**src/rtl/oled_text_buffer.sv**
```systemverilog
// oled_text_buffer: 4x16 character frame buffer for an OLED text display.
// Game logic writes single characters, or 0..999 numbers rendered as three
// decimal digits. A snapshot copy of the buffer drives row0..row3 so the
// OLED interface always sees a consistent frame while it redraws.
module oled_text_buffer #(
  parameter logic [7:0] RESET_CHAR   = 8'h20,
  parameter bit         AUTO_REFRESH = 1'b1,
  parameter bit         LEADING_ZERO = 1'b0
) (
  input  logic         clk,
  input  logic         reset,
  input  logic         wr_en,
  input  logic         wr_num,
  input  logic [1:0]   wr_row,
  input  logic [3:0]   wr_col,
  input  logic [9:0]   wr_data,
  output logic         wr_ready,
  input  logic         refresh_req,
  output logic [0:127] row0,
  output logic [0:127] row1,
  output logic [0:127] row2,
  output logic [0:127] row3,
  output logic         oled_enable,
  input  logic         oled_done,
  output logic         busy
);

  typedef enum logic [1:0] {W_IDLE, W_HUND, W_TENS, W_COMMIT} wr_state_t;
  typedef enum logic [1:0] {R_IDLE, R_START, R_DRAIN} rf_state_t;

  wr_state_t  wr_state_reg, wr_state_next;
  rf_state_t  rf_state_reg, rf_state_next;

  logic [7:0] text_reg [0:63];
  logic [7:0] snap_reg [0:63];

  logic [1:0] num_row_reg;
  logic [3:0] num_col_reg;
  logic [9:0] rem_reg;
  logic [3:0] hund_reg;
  logic [3:0] tens_reg;
  logic       dirty_reg;
  logic       pend_reg;

  logic       char_acc, num_acc, commit, start, hund_step, tens_step;
  logic [7:0] hund_chr, tens_chr, unit_chr;
  logic [4:0] col1, col2;

  assign wr_ready  = (wr_state_reg == W_IDLE);
  assign char_acc  = wr_en && wr_ready && !wr_num;
  assign num_acc   = wr_en && wr_ready && wr_num;
  assign commit    = (wr_state_reg == W_COMMIT);
  assign hund_step = (wr_state_reg == W_HUND) && (rem_reg >= 10'd100);
  assign tens_step = (wr_state_reg == W_TENS) && (rem_reg >= 10'd10);

  // Digit glyphs; suppressed leading zeros become spaces, units always shown.
  assign hund_chr = (!LEADING_ZERO && hund_reg == 4'd0) ? 8'h20 : (8'h30 + {4'd0, hund_reg});
  assign tens_chr = (!LEADING_ZERO && hund_reg == 4'd0 && tens_reg == 4'd0) ? 8'h20
                                                                           : (8'h30 + {4'd0, tens_reg});
  assign unit_chr = 8'h30 + {4'd0, rem_reg[3:0]};

  // Bit 4 set means the digit falls off the right edge and is dropped.
  assign col1 = {1'b0, num_col_reg} + 5'd1;
  assign col2 = {1'b0, num_col_reg} + 5'd2;

  assign start = (rf_state_reg == R_IDLE) &&
                 ((AUTO_REFRESH && dirty_reg) || refresh_req || pend_reg);

  assign oled_enable = (rf_state_reg == R_START);
  assign busy        = (rf_state_reg != R_IDLE);

  // Conversion and refresh state registers.
  always_ff @(posedge clk or posedge reset) begin
    if (reset) begin
      wr_state_reg <= W_IDLE;
      rf_state_reg <= R_IDLE;
    end else begin
      wr_state_reg <= wr_state_next;
      rf_state_reg <= rf_state_next;
    end
  end

  // Number conversion sequencing: subtract hundreds, then tens, then commit.
  always_comb begin
    wr_state_next = wr_state_reg;
    case (wr_state_reg)
      W_IDLE:   if (num_acc) wr_state_next = W_HUND;
      W_HUND:   if (rem_reg < 10'd100) wr_state_next = W_TENS;
      W_TENS:   if (rem_reg < 10'd10) wr_state_next = W_COMMIT;
      W_COMMIT: wr_state_next = W_IDLE;
      default:  wr_state_next = W_IDLE;
    endcase
  end

  // Refresh handshake: raise enable until done, then wait for done to drop.
  always_comb begin
    rf_state_next = rf_state_reg;
    case (rf_state_reg)
      R_IDLE:  if (start) rf_state_next = R_START;
      R_START: if (oled_done) rf_state_next = R_DRAIN;
      R_DRAIN: if (!oled_done) rf_state_next = R_IDLE;
      default: rf_state_next = R_IDLE;
    endcase
  end

  // Conversion datapath: latch target, clamp value, count digits by subtraction.
  always_ff @(posedge clk or posedge reset) begin
    if (reset) begin
      num_row_reg <= 2'd0;
      num_col_reg <= 4'd0;
      rem_reg     <= 10'd0;
      hund_reg    <= 4'd0;
      tens_reg    <= 4'd0;
    end else if (num_acc) begin
      num_row_reg <= wr_row;
      num_col_reg <= wr_col;
      rem_reg     <= (wr_data > 10'd999) ? 10'd999 : wr_data;
      hund_reg    <= 4'd0;
      tens_reg    <= 4'd0;
    end else if (hund_step) begin
      rem_reg  <= rem_reg - 10'd100;
      hund_reg <= hund_reg + 4'd1;
    end else if (tens_step) begin
      rem_reg  <= rem_reg - 10'd10;
      tens_reg <= tens_reg + 4'd1;
    end
  end

  // Text buffer: single character writes and committed number digits.
  always_ff @(posedge clk or posedge reset) begin
    if (reset) begin
      for (int i = 0; i < 64; i++) text_reg[i] <= RESET_CHAR;
    end else begin
      if (char_acc) text_reg[{wr_row, wr_col}] <= wr_data[7:0];
      if (commit) begin
        text_reg[{num_row_reg, num_col_reg}] <= hund_chr;
        if (!col1[4]) text_reg[{num_row_reg, col1[3:0]}] <= tens_chr;
        if (!col2[4]) text_reg[{num_row_reg, col2[3:0]}] <= unit_chr;
      end
    end
  end

  // Snapshot: whole-buffer copy only on the edge that starts a refresh.
  always_ff @(posedge clk or posedge reset) begin
    if (reset) begin
      for (int i = 0; i < 64; i++) snap_reg[i] <= RESET_CHAR;
    end else if (start) begin
      for (int i = 0; i < 64; i++) snap_reg[i] <= text_reg[i];
    end
  end

  // Dirty and pending flags; a write in the start cycle keeps dirty set.
  always_ff @(posedge clk or posedge reset) begin
    if (reset) begin
      dirty_reg <= 1'b1;
      pend_reg  <= 1'b0;
    end else begin
      dirty_reg <= (dirty_reg && !start) || char_acc || commit;
      if (start) pend_reg <= 1'b0;
      else if (refresh_req && busy) pend_reg <= 1'b1;
    end
  end

  // Row outputs: column c of each row sits at bits [8c:8c+7], MSB first.
  for (genvar gi = 0; gi < 16; gi++) begin : g_col
    assign row0[8*gi +: 8] = snap_reg[gi];
    assign row1[8*gi +: 8] = snap_reg[16 + gi];
    assign row2[8*gi +: 8] = snap_reg[32 + gi];
    assign row3[8*gi +: 8] = snap_reg[48 + gi];
  end

endmodule

```
**config.mk**
```make
export PLATFORM = sky130hd
export DESIGN_NAME = oled_text_buffer
export DESIGN_NICKNAME = d
export VERILOG_FILES = /design/src/rtl/oled_text_buffer.sv
export SDC_FILE = /design/constraint.sdc
export NUM_CORES = 2
export LEC_CHECK = 0
export ABC_AREA = 1
export CORE_AREA = 2 2 288 319
export DETAILED_ROUTE_END_ITERATION = 8
export DIE_AREA = 0 0 290 321
export PLACE_DENSITY = 0.87
export SETUP_SLACK_MARGIN = 0.15
export SYNTH_ARGS = -nofsm -noshare
export SYNTH_HDL_FRONTEND = slang
export SYNTH_SLANG_ARGS = --single-unit
```
**constraint.sdc**
```tcl
create_clock -name clk -period 44.5 [get_ports clk]
set_input_delay 11.125 -clock clk [delete_from_list [all_inputs] [get_ports clk]]
set_output_delay 11.125 -clock clk [all_outputs]
set_load 0.05 [all_outputs]
```
======== Word-level counts from Yosys, hierarchy flattened ========
Index checks and enable logic that the tools add are counted.
word-level totals
  register bits ........................... 1,054
  bits in latches ......................... 0
  bits in writable memories ............... 0
  memory bits (read-only) ................. 0
  bits of input ports ..................... 22
  output and inout port bits .............. 515
  word-level logic and storage cells ...... 244
  memories ................................ 0
cells by class
  $add $sub $neg .......................... 9
  multiply operators ...................... 0
  divide/modulo/power cells ............... 0
  magnitude comparators ................... 13
  eq/ne operators ......................... 12
  shifts and indexed selects .............. 0
  mux-type cells .......................... 38
  bitwise operators ....................... 4
  reductions and logical operators ........ 31
operator list
  cell                   number
  $mux 512               5
  $bwmux 512             4
  $demux 8 s6            4
  $mux 10                4
  $mux 8                 4
  $ge 7x7->1 const B     4
  $lt 7x1->1 const B     4
  $not 6->7              4
  $add 6x4->7 const A    3
  $mux 4                 5
  $mux 7                 2
  $logic_and 1x1->1      13
  $mux 2                 6
  $ge 10x4->1 const B    1
  $ge 10x7->1 const B    1
  $gt 10x10->1 const B   1
  $lt 10x4->1 const B    1
  $lt 10x7->1 const B    1
  $sub 10x4->10 const B  1
  $sub 10x7->10 const B  1
  $add 4x1->4 const B    2
  $logic_not 4->1        2
  $ne 2x1->1 const B     4
  $pmux 2 s4             1
  14 further kinds       29

======== Longest topological paths before layout ========
  depth after elaboration ................. 14
  mapped depth ............................ 14
  depth with buffers taken out ............ 13

======== Worst setup path before layout ========
No wires, ideal clock.
  path kind ............................... input to register
  start ................................... input port wr_num
  end ..................................... register text_reg[492] (netlist bit)
  library setup time ...................... 0.113 ns
  arrival time ............................ 12.488 ns
  data required time ...................... 44.387 ns
  slack ................................... 31.899 ns
  stages .................................. 8
  cell sequence ........................... nand3b_1 > nor2_1 > nand2_1 > clkbuf_1 > o21ai_0 > nand2_1 > nand2_1 > inv_1
between the ends
  word-level cells in the longest chain between the ends .. 10
RTL lines
  what                           RTL line  RTL
  start, declared                13        input logic wr_num,
  $logic_not 1->1 (*)            50        assign char_acc = wr_en && wr_ready && !wr_num;
  $logic_and 1x1->1 (*)          50
  $mux 512 (*)                   134       if (char_acc) text_reg[{wr_row, wr_col}] <= wr_data[7:0];
  $bwmux 512                     136       text_reg[{num_row_reg, num_col_reg}] <= hund_chr;
  $bwmux 512                     137       if (!col1[4]) text_reg[{num_row_reg, col1[3:0]}] <= tens_chr;
  $mux 512                       137
  $mux 512                       135       if (commit) begin
  $bwmux 512                     138       if (!col2[4]) text_reg[{num_row_reg, col2[3:0]}] <= unit_chr;
  $mux 512                       138
  $mux 512 (*)                   135
  end signal, assigned by index  136
  end signal, assigned by index  137
  end signal, assigned by index  138
  end, declared                  34        logic [7:0] text_reg [0:63];
Every way passes the cells marked *; elsewhere a longest branch is shown, timed or not. The select of a mux whose other input is x is not followed.
A chain may end at the register's enable or synchronous reset.

==> impl_metrics.tcl <==
set metrics [dict create \
    layout_commonest_cell "nand2_1" \
    num_vias 49823 \
    synth_warnings 0 \
    final_cell_mix "nand2_1 (2015), dfrtp_1 (921), o21ai_0 (853), clkdlybuf4s50_1 (533), nand3_1 (526)" \
    multi_input_area_um2 22300 \
    antenna_found_initial 11 \
    grt_remaining_overflow 0 \
    clkLatencyLatePin_ps 720 \
    finalSetupTns_ps 0 \
    finalWirelength_um 194000 \
    yosysSeqAreaShare_pct 51.3 \
    setup_viol 0 \
    synth_enable_flop_cells 0 \
    rows 116 \
    htree_levels 3 \
    post-route-period-util_pct 32.8 \
    worst_pin_slew_ps 1350 \
    synthTopCellsByArea "dfrtp_1 (45%), nand2_1 (15%), o21ai_0 (8.3%)" \
    endpoint_kind "async pin" \
    clock.fmax_mhz 68.4 \
    postCtsSetupBuffers 0 \
    syn_area_um2 51700 \
    cpMostUsedCell "buf_4" \
    area_growth_pct 18.5 \
    peakVddDrop_mv 0.0761 \
    leakage_nw 28.3 \
    cts_resized 0 \
    drtIter0Drc 7043 \
    clk_pin_slew_ps 60 \
    vias_per_cell 6.25 \
    routedWlPerCell_um 24.3 \
    top_layer "met5" \
    io_pins 537 \
    hold_buffers 0 \
    violations "design-rule violations" \
    port_buffers 536 \
    largest_register_ffs 512 \
    regArea_um2 26500 \
    cpMaxStageDelayCell "buf_4" \
    cp_max_fo 128 \
    finalCriticalPeriod_ps 14620 \
    path_class "primary input to async pin" \
    gp_congestion 0.954 \
    clockBufferDepth 3 \
    power_density_nw_per_um2 89.5 \
    dpl_cell_area_um2 57700 \
    ys_ff_latch 1054 \
    fin_area_um2 61300 \
    wl_met2_um 86200 \
    synth_cell_type_count 38 \
    layout.nets 6724 \
    status "finished with violations" \
    design.die.area_um2 93100 \
    syn_nets 6381 \
    grt_max_degree 201 \
    cp-start-kind "primary input" \
    synth_area_leader_cell "dfrtp_1" \
    syn_inst 6344 \
    dpl.hpwl_um 121000 \
    fin_skew_ps 36.3 \
    crit_arrival_ps 15360 \
    path_buf_inv 6 \
    yosys.area.top_type_share_pct 44.8 \
    grt_setup_unrepaired "false" \
    cp.required_ps 45240 \
    drcViolationCount 3 \
    crit_chain "clkdlybuf4s50_1, inv_8, buf_4, buf_4, buf_4, buf_4" \
    synth_ff_type "dfrtp_1" \
    grt_pass1_wl_um 289000 \
    track_usage_pct 40.7 \
    core-area_um2 90100 \
    drv_slew 0 \
    async_flop_share_pct 100 \
    max-slew-margin-rel_pct 9.53 \
    n_fill_cell 6636 \
    drive_gt1_share_pct 12.2 \
    slowest_delay_ps 810 \
    cts_made_buffers 104 \
    cap_viol_max_count 0 \
    wl_met1_um 66500 \
    cts.root.buffer_cell "clkbuf_16" \
    avgSynthCellArea_um2 8.15 \
    cts_tree "done" \
    die_w_um 290 \
    hold_path_class "register to register" \
    clock-sinks 1054 \
    start_util_pct 57.4 \
    drtAntennaViolNets 0 \
    grt_pass1_vias 48359 \
    drt-pass1-iter-count 9 \
    critical-path-top-delay-family "buffers and inverters" \
    hold_violations 0 \
    die_h_um 321 \
    wl_met3_um 24700 \
]
## kinds of logic after synthesis
kind of cell,synth area share [%]
compound gates,12.6
xor+xnor,0.169
fa+ha+maj,0.363
buf+inv,5.74
flops,51.3
mux,6.34
simple gates,23.5
## where the power goes
group          switching [W]  leakage [nW]  internal [W]  total [W]
clock               0.000397          1.77      0.000534   0.000931
combinational        0.00195          15.1      0.000861    0.00281
sequential          0.000331          11.5       0.00141    0.00174
total                0.00268          28.3       0.00280    0.00549
## final cells by class
cell class	instances	area share (%)
flip-flops and latches	1054	43.3
multi-input cells	4529	36.3
repair buffers	606	9.63
clock buffers	151	4.95
inverters	392	2.43
well taps	1180	2.41
clock inverters	47	0.927
diodes	9	0.0367
## routing by layer
layer / vias to the layer above / global-route usage (%)
li1: 21509 / -
met1: 23545 / 48.3
met2: 3609 / 63.2
met3: 1148 / 13.2
met4: 12 / 28.1
met5: - / 0.208
## path summary, 6_finish.rpt
path                                  from              end  slack [ps]  depth (start not counted)
min                        rf_state_reg[0]  rf_state_reg[1]         480                          1
min reg2reg                rf_state_reg[0]  rf_state_reg[1]         480                          1
max reg2reg                    tens_reg[2]    text_reg[248]       39350                          9
max                                  reset     text_reg[49]       29880                          6
max in group clk               refresh_req        row2[101]       30250                          6
min in group asynchronous            reset          row2[0]       11030                          2
## cells in the mapped netlist (24+ instances only)
cell and instances:
o211ai_1 107, inv_2 51, a21oi_1 198, clkbuf_1 281, nand2_1 2016, nor3_1 24
nor2_2 44, nor2_1 322, dfrtp_1 925, o21ai_1 55, mux2_2 291, buf_2 71
o21ai_0 853, dfstp_2 129, inv_1 329, nand3_1 526
## stage by stage
stage	utilization, %	worst slack (ps)	std cells	hold WS [ps]	power, W
CTS	68.0	29780	7959	473	0.00541
global placement	64.0	29090	7761	451	0.00436
global route	68.0	29280	7959	502	0.00569
floorplan	-	3920	6344	437	0.00348
finish	68.0	29880	7968	476	0.00549
detailed placement	64.0	29060	7761	463	0.00445
(Power assumes the default switching activity.)
